===== config.mk =====
export PLATFORM = sky130hd
export DESIGN_NAME = bus_sram_responder_flat
export DESIGN_NICKNAME = d
export VERILOG_FILES = /design/src/rtl/bus_sram_responder_pkg.sv /design/src/rtl/bus_sram_responder_if.sv /design/src/rtl/bus_sram_responder.sv /design/src/flat_wrapper.sv
export SDC_FILE = /design/constraint.sdc
export NUM_CORES = 1
export LEC_CHECK = 0
export CORE_MARGIN = 2
export CORE_UTILIZATION = 50
export DETAILED_ROUTE_END_ITERATION = 16
export HOLD_SLACK_MARGIN = 0.1
export PLACE_DENSITY = 0.86
export SYNTH_ARGS = -nofsm -noshare
export SYNTH_HDL_FRONTEND = slang
export SYNTH_SLANG_ARGS = --single-unit

===== constraint.sdc =====
create_clock -name i_clock -period 5.32 [get_ports i_clock]
set_clock_uncertainty 0.05 [all_clocks]
set_input_delay 0.798 -clock i_clock [delete_from_list [all_inputs] [get_ports i_clock]]
set_output_delay 0.798 -clock i_clock [all_outputs]
set_load 0.05 [all_outputs]

===== src/rtl/bus_sram_responder_pkg.sv =====
// bus_sram_responder shared definitions.
// Sequencer state encoding and strobe-width legal range.
package bus_sram_responder_pkg;

    typedef enum logic [1:0] {
        IDLE,
        SETUP,
        STROBE,
        HOLD
    } sram_state_t;

    localparam int WAIT_STATES_MIN = 1;
    localparam int WAIT_STATES_MAX = 15;

endpackage


===== src/rtl/bus_sram_responder_if.sv =====
// Request/ready memory bus between a requester and the SRAM responder.
// master drives request/rw/address/wdata; slave returns ready/rdata.
interface bus_sram_responder_if;

    logic        i_request;
    logic        i_rw;
    logic [31:0] i_address;
    logic [31:0] i_wdata;
    logic        o_ready;
    logic [31:0] o_rdata;

    modport master (
        output i_request, i_rw, i_address, i_wdata,
        input  o_ready, o_rdata
    );

    modport slave (
        input  i_request, i_rw, i_address, i_wdata,
        output o_ready, o_rdata
    );

endinterface


===== src/rtl/bus_sram_responder.sv =====
// Serves 32-bit bus accesses as two 16-bit async SRAM cycles, low half first.
// Ports: i_clock, i_reset (async, active-low), bus (slave modport),
//   o_sram_address/ce_n/oe_n/we_n/wdata/data_oe out, i_sram_rdata in.
module bus_sram_responder #(
    parameter int WAIT_STATES = 2,
    parameter int ADDR_WIDTH  = 18
) (
    input  logic                  i_clock,
    input  logic                  i_reset,
    bus_sram_responder_if.slave   bus,
    output logic [ADDR_WIDTH-1:0] o_sram_address,
    output logic                  o_sram_ce_n,
    output logic                  o_sram_oe_n,
    output logic                  o_sram_we_n,
    output logic [15:0]           o_sram_wdata,
    output logic                  o_sram_data_oe,
    input  logic [15:0]           i_sram_rdata
);
    import bus_sram_responder_pkg::*;

    localparam logic [3:0] WaitLoad = 4'(WAIT_STATES - 1);

    sram_state_t           state;
    sram_state_t           state_next;
    logic                  rw_q;
    logic                  half;
    logic                  ready_q;
    logic                  accept;
    logic [ADDR_WIDTH-2:0] addr_q;
    logic [31:0]           wdata_q;
    logic [31:0]           rbuf_q;
    logic [31:0]           rdata_q;
    logic [3:0]            wait_cnt;
    logic                  unused_addr_bits;

    // Ready is still high on the edge after completion; a request held
    // across that edge must not start a second access.
    assign accept = bus.i_request && !ready_q;

    assign unused_addr_bits = ^{bus.i_address[31:ADDR_WIDTH+1],
                                bus.i_address[1:0]};

    always_ff @(posedge i_clock or negedge i_reset) begin
        if (!i_reset) begin
            state <= IDLE;
        end else begin
            state <= state_next;
        end
    end

    always_comb begin
        state_next = state;
        unique case (state)
            IDLE:   if (accept) state_next = SETUP;
            SETUP:  state_next = STROBE;
            STROBE: if (wait_cnt == 4'd0) state_next = HOLD;
            HOLD:   state_next = half ? IDLE : SETUP;
        endcase
    end

    always_comb begin
        o_sram_ce_n    = 1'b1;
        o_sram_oe_n    = 1'b1;
        o_sram_we_n    = 1'b1;
        o_sram_data_oe = 1'b0;
        unique case (state)
            IDLE: ;
            SETUP, HOLD: begin
                o_sram_ce_n    = 1'b0;
                o_sram_data_oe = rw_q;
            end
            STROBE: begin
                o_sram_ce_n    = 1'b0;
                o_sram_data_oe = rw_q;
                o_sram_oe_n    = rw_q;
                o_sram_we_n    = !rw_q;
            end
        endcase
    end

    always_ff @(posedge i_clock or negedge i_reset) begin
        if (!i_reset) begin
            rw_q     <= 1'b0;
            half     <= 1'b0;
            addr_q   <= '0;
            wdata_q  <= '0;
            rbuf_q   <= '0;
            rdata_q  <= '0;
            ready_q  <= 1'b0;
            wait_cnt <= '0;
        end else begin
            ready_q <= 1'b0;
            unique case (state)
                IDLE: begin
                    if (accept) begin
                        rw_q    <= bus.i_rw;
                        addr_q  <= bus.i_address[ADDR_WIDTH:2];
                        wdata_q <= bus.i_wdata;
                        half    <= 1'b0;
                    end
                end
                SETUP: wait_cnt <= WaitLoad;
                STROBE: begin
                    if (wait_cnt != 4'd0) begin
                        wait_cnt <= wait_cnt - 4'd1;
                    end else if (!rw_q) begin
                        if (half) rbuf_q[31:16] <= i_sram_rdata;
                        else      rbuf_q[15:0]  <= i_sram_rdata;
                    end
                end
                HOLD: begin
                    if (!half) begin
                        half <= 1'b1;
                    end else begin
                        ready_q <= 1'b1;
                        if (!rw_q) rdata_q <= rbuf_q;
                    end
                end
            endcase
        end
    end

    assign o_sram_address = {addr_q, half};
    assign o_sram_wdata   = half ? wdata_q[31:16] : wdata_q[15:0];
    assign bus.o_ready    = ready_q;
    assign bus.o_rdata    = rdata_q;

endmodule


===== src/flat_wrapper.sv =====
// flat-port wrapper written by rule: the top's interface ports become plain ports
module bus_sram_responder_flat import bus_sram_responder_pkg::*;
#(
    parameter int WAIT_STATES = 2,
    parameter int ADDR_WIDTH  = 18
)
  (i_clock, i_reset, o_sram_address, o_sram_ce_n, o_sram_oe_n, o_sram_we_n, o_sram_wdata, o_sram_data_oe, i_sram_rdata, bus_i_request, bus_i_rw, bus_i_address, bus_i_wdata, bus_o_ready, bus_o_rdata);
  bus_sram_responder_if bus_i ();
  input  logic i_clock;
  input  logic i_reset;
  output logic [ADDR_WIDTH-1:0] o_sram_address;
  output logic o_sram_ce_n;
  output logic o_sram_oe_n;
  output logic o_sram_we_n;
  output logic [15:0] o_sram_wdata;
  output logic o_sram_data_oe;
  input  logic [15:0] i_sram_rdata;
  input wire logic [$bits(bus_i.i_request)-1:0] bus_i_request;
  input wire logic [$bits(bus_i.i_rw)-1:0] bus_i_rw;
  input wire logic [$bits(bus_i.i_address)-1:0] bus_i_address;
  input wire logic [$bits(bus_i.i_wdata)-1:0] bus_i_wdata;
  output wire logic [$bits(bus_i.o_ready)-1:0] bus_o_ready;
  output wire logic [$bits(bus_i.o_rdata)-1:0] bus_o_rdata;
  assign bus_i.i_request = bus_i_request;
  assign bus_i.i_rw = bus_i_rw;
  assign bus_i.i_address = bus_i_address;
  assign bus_i.i_wdata = bus_i_wdata;
  assign bus_o_ready = bus_i.o_ready;
  assign bus_o_rdata = bus_i.o_rdata;
  bus_sram_responder #(.WAIT_STATES(WAIT_STATES), .ADDR_WIDTH(ADDR_WIDTH)) u_core (.i_clock(i_clock), .i_reset(i_reset), .bus(bus_i), .o_sram_address(o_sram_address), .o_sram_ce_n(o_sram_ce_n), .o_sram_oe_n(o_sram_oe_n), .o_sram_we_n(o_sram_we_n), .o_sram_wdata(o_sram_wdata), .o_sram_data_oe(o_sram_data_oe), .i_sram_rdata(i_sram_rdata));
endmodule

# Yosys cells after proc, flatten, opt, wreduce, memory -nomap -nowiden
# Cells that the tools add are included.
dict set report word_totals {
  output_inout_bits 71
  regBits 122
  input_bits 84
}
dict set report op_classes {
  add_sub_neg 1
  muxes 15
  n_reduce_logical 16
  n_bitwise 3
  n_eq_ne 6
}
# operator count
set ops {}
lappend ops {{two-way mux 16 bit} 1}
lappend ops {{two-way mux 1 bit} 8}
lappend ops {{case mux 2 bit (4 select lines)} 1}
lappend ops {{case mux 4 bit (2 select lines)} 1}
lappend ops {{AND reduction 2 bit} 4}
lappend ops {{AND reduction 4 bit} 2}
lappend ops {{inequality test 2 x 1 -> 1 bit (second input constant)} 3}
lappend ops {{equality test 2 bit (second input constant)} 2}
lappend ops {{logical NOT 4 bit} 1}
lappend ops {{two-way mux 2 bit} 2}
lappend ops {{two-way mux 4 bit} 1}
lappend ops {{nonzero test 2 bit} 2}
lappend ops {{nonzero test 4 bit} 1}
lappend ops {{subtractor 4 x 1 -> 4 bit (second input constant)} 1}
lappend ops {{inverter 1 bit} 3}
lappend ops {{AND reduction 3 bit} 1}
lappend ops {{OR reduction 3 bit} 1}
lappend ops {{equality test 2 x 1 -> 1 bit (second input constant)} 1}
lappend ops {{logical NOT 1 bit} 2}
lappend ops {{logical NOT 2 bit} 1}
lappend ops {{case mux 1 bit (2 select lines)} 1}
lappend ops {{logical AND 1 bit} 1}

# Logic depth before layout (Yosys ltp)
dict set report depth {
  depth_word 4
  mapped_depth 8
  mapped_depth_nobuf 5
}

# Worst setup path before layout
# OpenSTA, ideal clock, no wires.
dict set report synth_timing {
  kind {flip-flop to output port}
  startpoint {register u_core.state[0]}
  endpoint {output o_sram_data_oe}
  n_path_buf 0
  path_slack_ns 2.838
  required_time_ns 4.472
  path_stages_with_launch 4
  t_arrival_ns 1.634
  cell_sequence {dfrtp_1 > inv_1 > ha_1 > nor2b_1}
}
dict set report synth_via {
  elab_chain_cells 3
  word_cells_on_any_way 5
  cone_classes {eq/ne: 3; mux: 1; reduce/logical: 1}
}
# item line_no
set synth_rtl {}
lappend synth_rtl {{start, declared} bus_sram_responder.sv:23} ;# sram_state_t state;
lappend synth_rtl {{start signal, assigned} bus_sram_responder.sv:47} ;# state <= state_next;
lappend synth_rtl {{equality test 2 x 1 -> 1 bit / equality test 2 bit (equally long branches)} bus_sram_responder.sv:66} ;# unique case (state)
lappend synth_rtl {{OR reduction 3 bit (no source line) (*)} n/a}
lappend synth_rtl {{two-way mux 1 bit (*)} bus_sram_responder.sv:66}
lappend synth_rtl {{end, declared} flat_wrapper.sv:16} ;# output logic o_sram_data_oe;
# Every way passes the cells marked *; elsewhere a longest branch is shown, timed or not.

# Worst setup path after layout
dict set report layout_timing {
  startpoint {register u_core.half}
  endpoint {output o_sram_wdata[9]}
}
dict set report layout_via {
  elab_chain_cells 1
}
# item line_no
set layout_rtl {}
lappend layout_rtl {{start, declared} bus_sram_responder.sv:26} ;# logic half;
lappend layout_rtl {{start signal, assigned} bus_sram_responder.sv:84} ;# half <= 1'b0;
lappend layout_rtl {{start signal, assigned} bus_sram_responder.sv:99} ;# half <= 1'b0;
lappend layout_rtl {{start signal, assigned} bus_sram_responder.sv:113} ;# half <= 1'b1;
lappend layout_rtl {{two-way mux 16 bit} bus_sram_responder.sv:124} ;# assign o_sram_wdata = half ? wdata_q[31:16] : wdata_q[15:0];
lappend layout_rtl {{end, declared} flat_wrapper.sv:15} ;# output logic [15:0] o_sram_wdata;
# Every way passes these cells.

==> metrics.txt <==
# TYPE chip_impl_metric gauge
chip_impl_metric{name="async_flop_share",unit="%"} 100
chip_impl_metric{name="ctsHoldBuffers",unit=""} 0
chip_impl_info{name="worst_path_max_delay_cell",value="sky130_fd_sc_hd__dfrtp_1"} 1
chip_impl_metric{name="number_of_hold_violations_in_the_final_report",unit=""} 0
chip_impl_metric{name="timing.critical_path.buf_inv",unit=""} 1
chip_impl_metric{name="max-cap-violations",unit=""} 0
chip_impl_metric{name="first_global_vias",unit=""} 3421
chip_impl_metric{name="synth-edff-count",unit=""} 0
chip_impl_info{name="status",value="completed"} 1
chip_impl_metric{name="post_synth_inst_count",unit=""} 314
chip_impl_metric{name="viasPerCell",unit=""} 5.06
chip_impl_metric{name="nets",unit=""} 550
chip_impl_metric{name="port-buffer-count",unit=""} 139
chip_impl_metric{name="die_area",unit="mm^2"} 0.0108
chip_impl_metric{name="synth.cell_area",unit="mm^2"} 0.00501
chip_impl_metric{name="synth.top_cell.area_share",unit="%"} 60.9
chip_impl_info{name="ys_dominant_reg_cell",value="sky130_fd_sc_hd__dfrtp_1"} 1
chip_impl_metric{name="cts_buffer_depth",unit=""} 2
chip_impl_info{name="cts_tree",value="yes"} 1
chip_impl_metric{name="grt.overflow.total",unit=""} 0
chip_impl_info{name="cpLargestDelayFamily",value="flip-flops"} 1
chip_impl_metric{name="antenna_found_initial",unit=""} 0
chip_impl_info{name="rsz0062_at_grt",value="false"} 1
chip_impl_metric{name="syn2layout_area_growth",unit="%"} 41.3
chip_impl_metric{name="setup-tns-final",unit="ns"} 0
chip_impl_info{name="timing.hold.worst.class",value="in2async"} 1
chip_impl_metric{name="worst-path-max-fanout",unit=""} 23
chip_impl_info{name="critPathLaunchType",value="register"} 1
chip_impl_info{name="yosysMostFrequentCell",value="sky130_fd_sc_hd__dfrtp_1"} 1
chip_impl_metric{name="number_of_buffers_inserted_to_repair_setup_after_cts",unit=""} 0
chip_impl_metric{name="cts.sinks",unit=""} 122
chip_impl_metric{name="clk_pin_slew",unit="ns"} 0.06
chip_impl_metric{name="vias",unit=""} 3057
chip_impl_metric{name="grt_usage",unit="%"} 20.4
chip_impl_metric{name="design.core.area",unit="mm^2"} 0.00977
chip_impl_metric{name="timing.slew.headroom",unit="%"} 24.0
chip_impl_metric{name="yosysWarningCount",unit=""} 0
chip_impl_metric{name="cts_max_level",unit=""} 4
chip_impl_metric{name="final_min_period_over_clock_period",unit="%"} 66.0
chip_impl_metric{name="tightest_pin_transition",unit="ns"} 1.14
chip_impl_metric{name="start_util",unit="%"} 51.3
chip_impl_metric{name="top_level_ports",unit=""} 155
chip_impl_metric{name="ys_seq_elements",unit=""} 122
chip_impl_metric{name="route.detailed.wl_per_inst",unit="um"} 17.1
chip_impl_metric{name="synth.lib_cells_used.distinct",unit=""} 31
chip_impl_metric{name="timing.final.max_slew_violations",unit=""} 0
chip_impl_info{name="worst_setup_path_end_kind",value="output pin"} 1
chip_impl_info{name="synth.largest_area_cell",value="sky130_fd_sc_hd__dfrtp_1"} 1
chip_impl_info{name="synthTopCellsByArea",value="sky130_fd_sc_hd__dfrtp_1, sky130_fd_sc_hd__mux2_2, sky130_fd_sc_hd__mux2_4, sky130_fd_sc_hd__ha_1, sky130_fd_sc_hd__mux2i_1"} 1
chip_impl_metric{name="max_clock_freq",unit="GHz"} 0.285
chip_impl_info{name="synthTopCellsByCount",value="sky130_fd_sc_hd__dfrtp_1, sky130_fd_sc_hd__mux2_2, sky130_fd_sc_hd__mux2_4"} 1
chip_impl_metric{name="dpl.hpwl",unit="um"} 6980
chip_impl_metric{name="place.gp.congestion",unit=""} 0.753
chip_impl_metric{name="initialDrtViolationCount",unit=""} 105
chip_impl_metric{name="grt_pass1_wl",unit="um"} 17200
chip_impl_metric{name="finalWirelength",unit="um"} 10300
chip_impl_metric{name="layout-drive-gt1-share",unit="%"} 35.5
chip_impl_metric{name="syn_area_per_cell",unit="um^2"} 16.0
chip_impl_metric{name="setup_viol_count_final",unit=""} 0
chip_impl_metric{name="dieWidth",unit="um"} 104
chip_impl_metric{name="grt_start_max_net_pins",unit=""} 80
chip_impl_metric{name="minimum_clock_period",unit="ns"} 3.51
chip_impl_metric{name="worstSkewPairLatency",unit="ns"} 0.50
chip_impl_metric{name="numCtsBuffers",unit=""} 17
chip_impl_metric{name="ys_seq_area_share",unit="%"} 60.9
chip_impl_info{name="timing.setup.critical_path_class",value="reg2out"} 1
chip_impl_metric{name="slowest_delay",unit="ns"} 0.98
chip_impl_metric{name="drt.antenna.violating_nets",unit=""} 0
chip_impl_metric{name="crit_arrival",unit="ns"} 2.66
chip_impl_metric{name="die_y",unit="um"} 104
chip_impl_info{name="ctsRootBufferMaster",value="sky130_fd_sc_hd__clkbuf_8"} 1
chip_impl_metric{name="drt-pass1-iter-count",unit=""} 4
chip_impl_metric{name="drc_violation_count_after_routing",unit=""} 0
chip_impl_metric{name="std_cell_rows",unit=""} 36
chip_impl_metric{name="antenna-diode-count",unit=""} 0
chip_impl_metric{name="worst-endpoint-required",unit="ns"} 4.47
chip_impl_info{name="path_cells",value="mux2_2, clkdlybuf4s50_1"} 1
chip_impl_metric{name="post_cts_resize_count",unit=""} 0
chip_impl_metric{name="total_nets_after_synthesis",unit=""} 405
area by class of cell:
| cell class | instances | area [um^2] |
|---|---|---|
| Inverter | 6 | 22.5 |
| Multi-Input combinational cell | 170 | 1840 |
| Clock inverter | 10 | 143 |
| Timing Repair Buffer | 142 | 1410 |
| Fill cell | 614 | 2690 |
| Clock buffer | 21 | 449 |
| Tap cell | 133 | 166 |
| Sequential cell | 122 | 3050 |
final timing paths:
kind                                   from                    end  slack, ns  cells after the start
max                             u_core.half        o_sram_wdata[9]       1.81                      2
max reg2reg                 u_core.state[0]      u_core.rbuf_q[29]       2.97                      5
min in group i_clock       u_core.rbuf_q[4]  u_core.bus.o_rdata[4]       0.43                      1
min reg2reg                u_core.rbuf_q[4]  u_core.bus.o_rdata[4]       0.43                      1
max in group asynchronous           i_reset      u_core.rbuf_q[12]       3.68                      2
min                                 i_reset  u_core.bus.o_rdata[4]       0.42                      1
flip-flops by register name (all words and copies together), names as in the netlist:
name	flops
u_core.bus.o_rdata	32
u_core.rbuf_q	32
u_core.wdata_q	32
u_core.addr_q	17
u_core.wait_cnt	4
u_core.state	2
u_core.bus.o_ready	1
u_core.half	1
u_core.rw_q	1
cells in the final DEF, fill, tap and decap left out, types with 2 or more instances in the layout:
master,n
sky130_fd_sc_hd__nor2b_1,3
sky130_fd_sc_hd__nand2b_1,2
sky130_fd_sc_hd__clkbuf_16,16
sky130_fd_sc_hd__clkbuf_8,3
sky130_fd_sc_hd__mux2_2,119
sky130_fd_sc_hd__nor2_1,2
sky130_fd_sc_hd__o21ai_0,5
sky130_fd_sc_hd__inv_1,6
sky130_fd_sc_hd__buf_4,4
sky130_fd_sc_hd__nand2_1,2
sky130_fd_sc_hd__mux2_4,10
sky130_fd_sc_hd__clkdlybuf4s50_1,138
sky130_fd_sc_hd__clkinvlp_4,4
sky130_fd_sc_hd__bufinv_16,3
sky130_fd_sc_hd__clkbuf_1,2
sky130_fd_sc_hd__dfrtp_1,122
sky130_fd_sc_hd__mux2_1,2
sky130_fd_sc_hd__mux2i_1,4
sky130_fd_sc_hd__ha_1,7
kinds of logic (layout without fill, tap and decap cells):
group	after synthesis	after routing	share of synthesized area [%]
multiplexers	135	135	31.0
adder cells (fa/ha/maj)	7	7	1.75
flip-flops	122	122	60.9
buffers and inverters	22	179	2.45
AO/OA/AOI/OAI	10	10	1.25
AND/OR/NAND/NOR	18	18	2.70
routing by layer:
layer | GRT usage (%) | vias up | wire, um
li1 | - | 1399 | -
met1 | 24.9 | 1538 | 4420
met2 | 32.5 | 113 | 4990
met3 | 9.15 | 7 | 827
met4 | 6.85 | 0 | 109
met5 | 0 | - | 0
stage by stage:
step	setup slack, ns	instances	cell area, um^2	utilization, %	hold WS, ns
2_1_floorplan	2.84	314	5010	-	0.402
3_3_place_gp	2.34	573	6490	66.4	0.416
3_5_place_dp	2.33	573	6490	66.4	0.426
4_1_cts	1.76	604	7090	72.5	0.428
5_1_grt	1.70	604	7090	72.5	0.450
6_report	1.81	604	7090	72.5	0.418
Power is not shown: default switching activity piles up to over one toggle a cycle in this logic, so the estimate is an artifact.
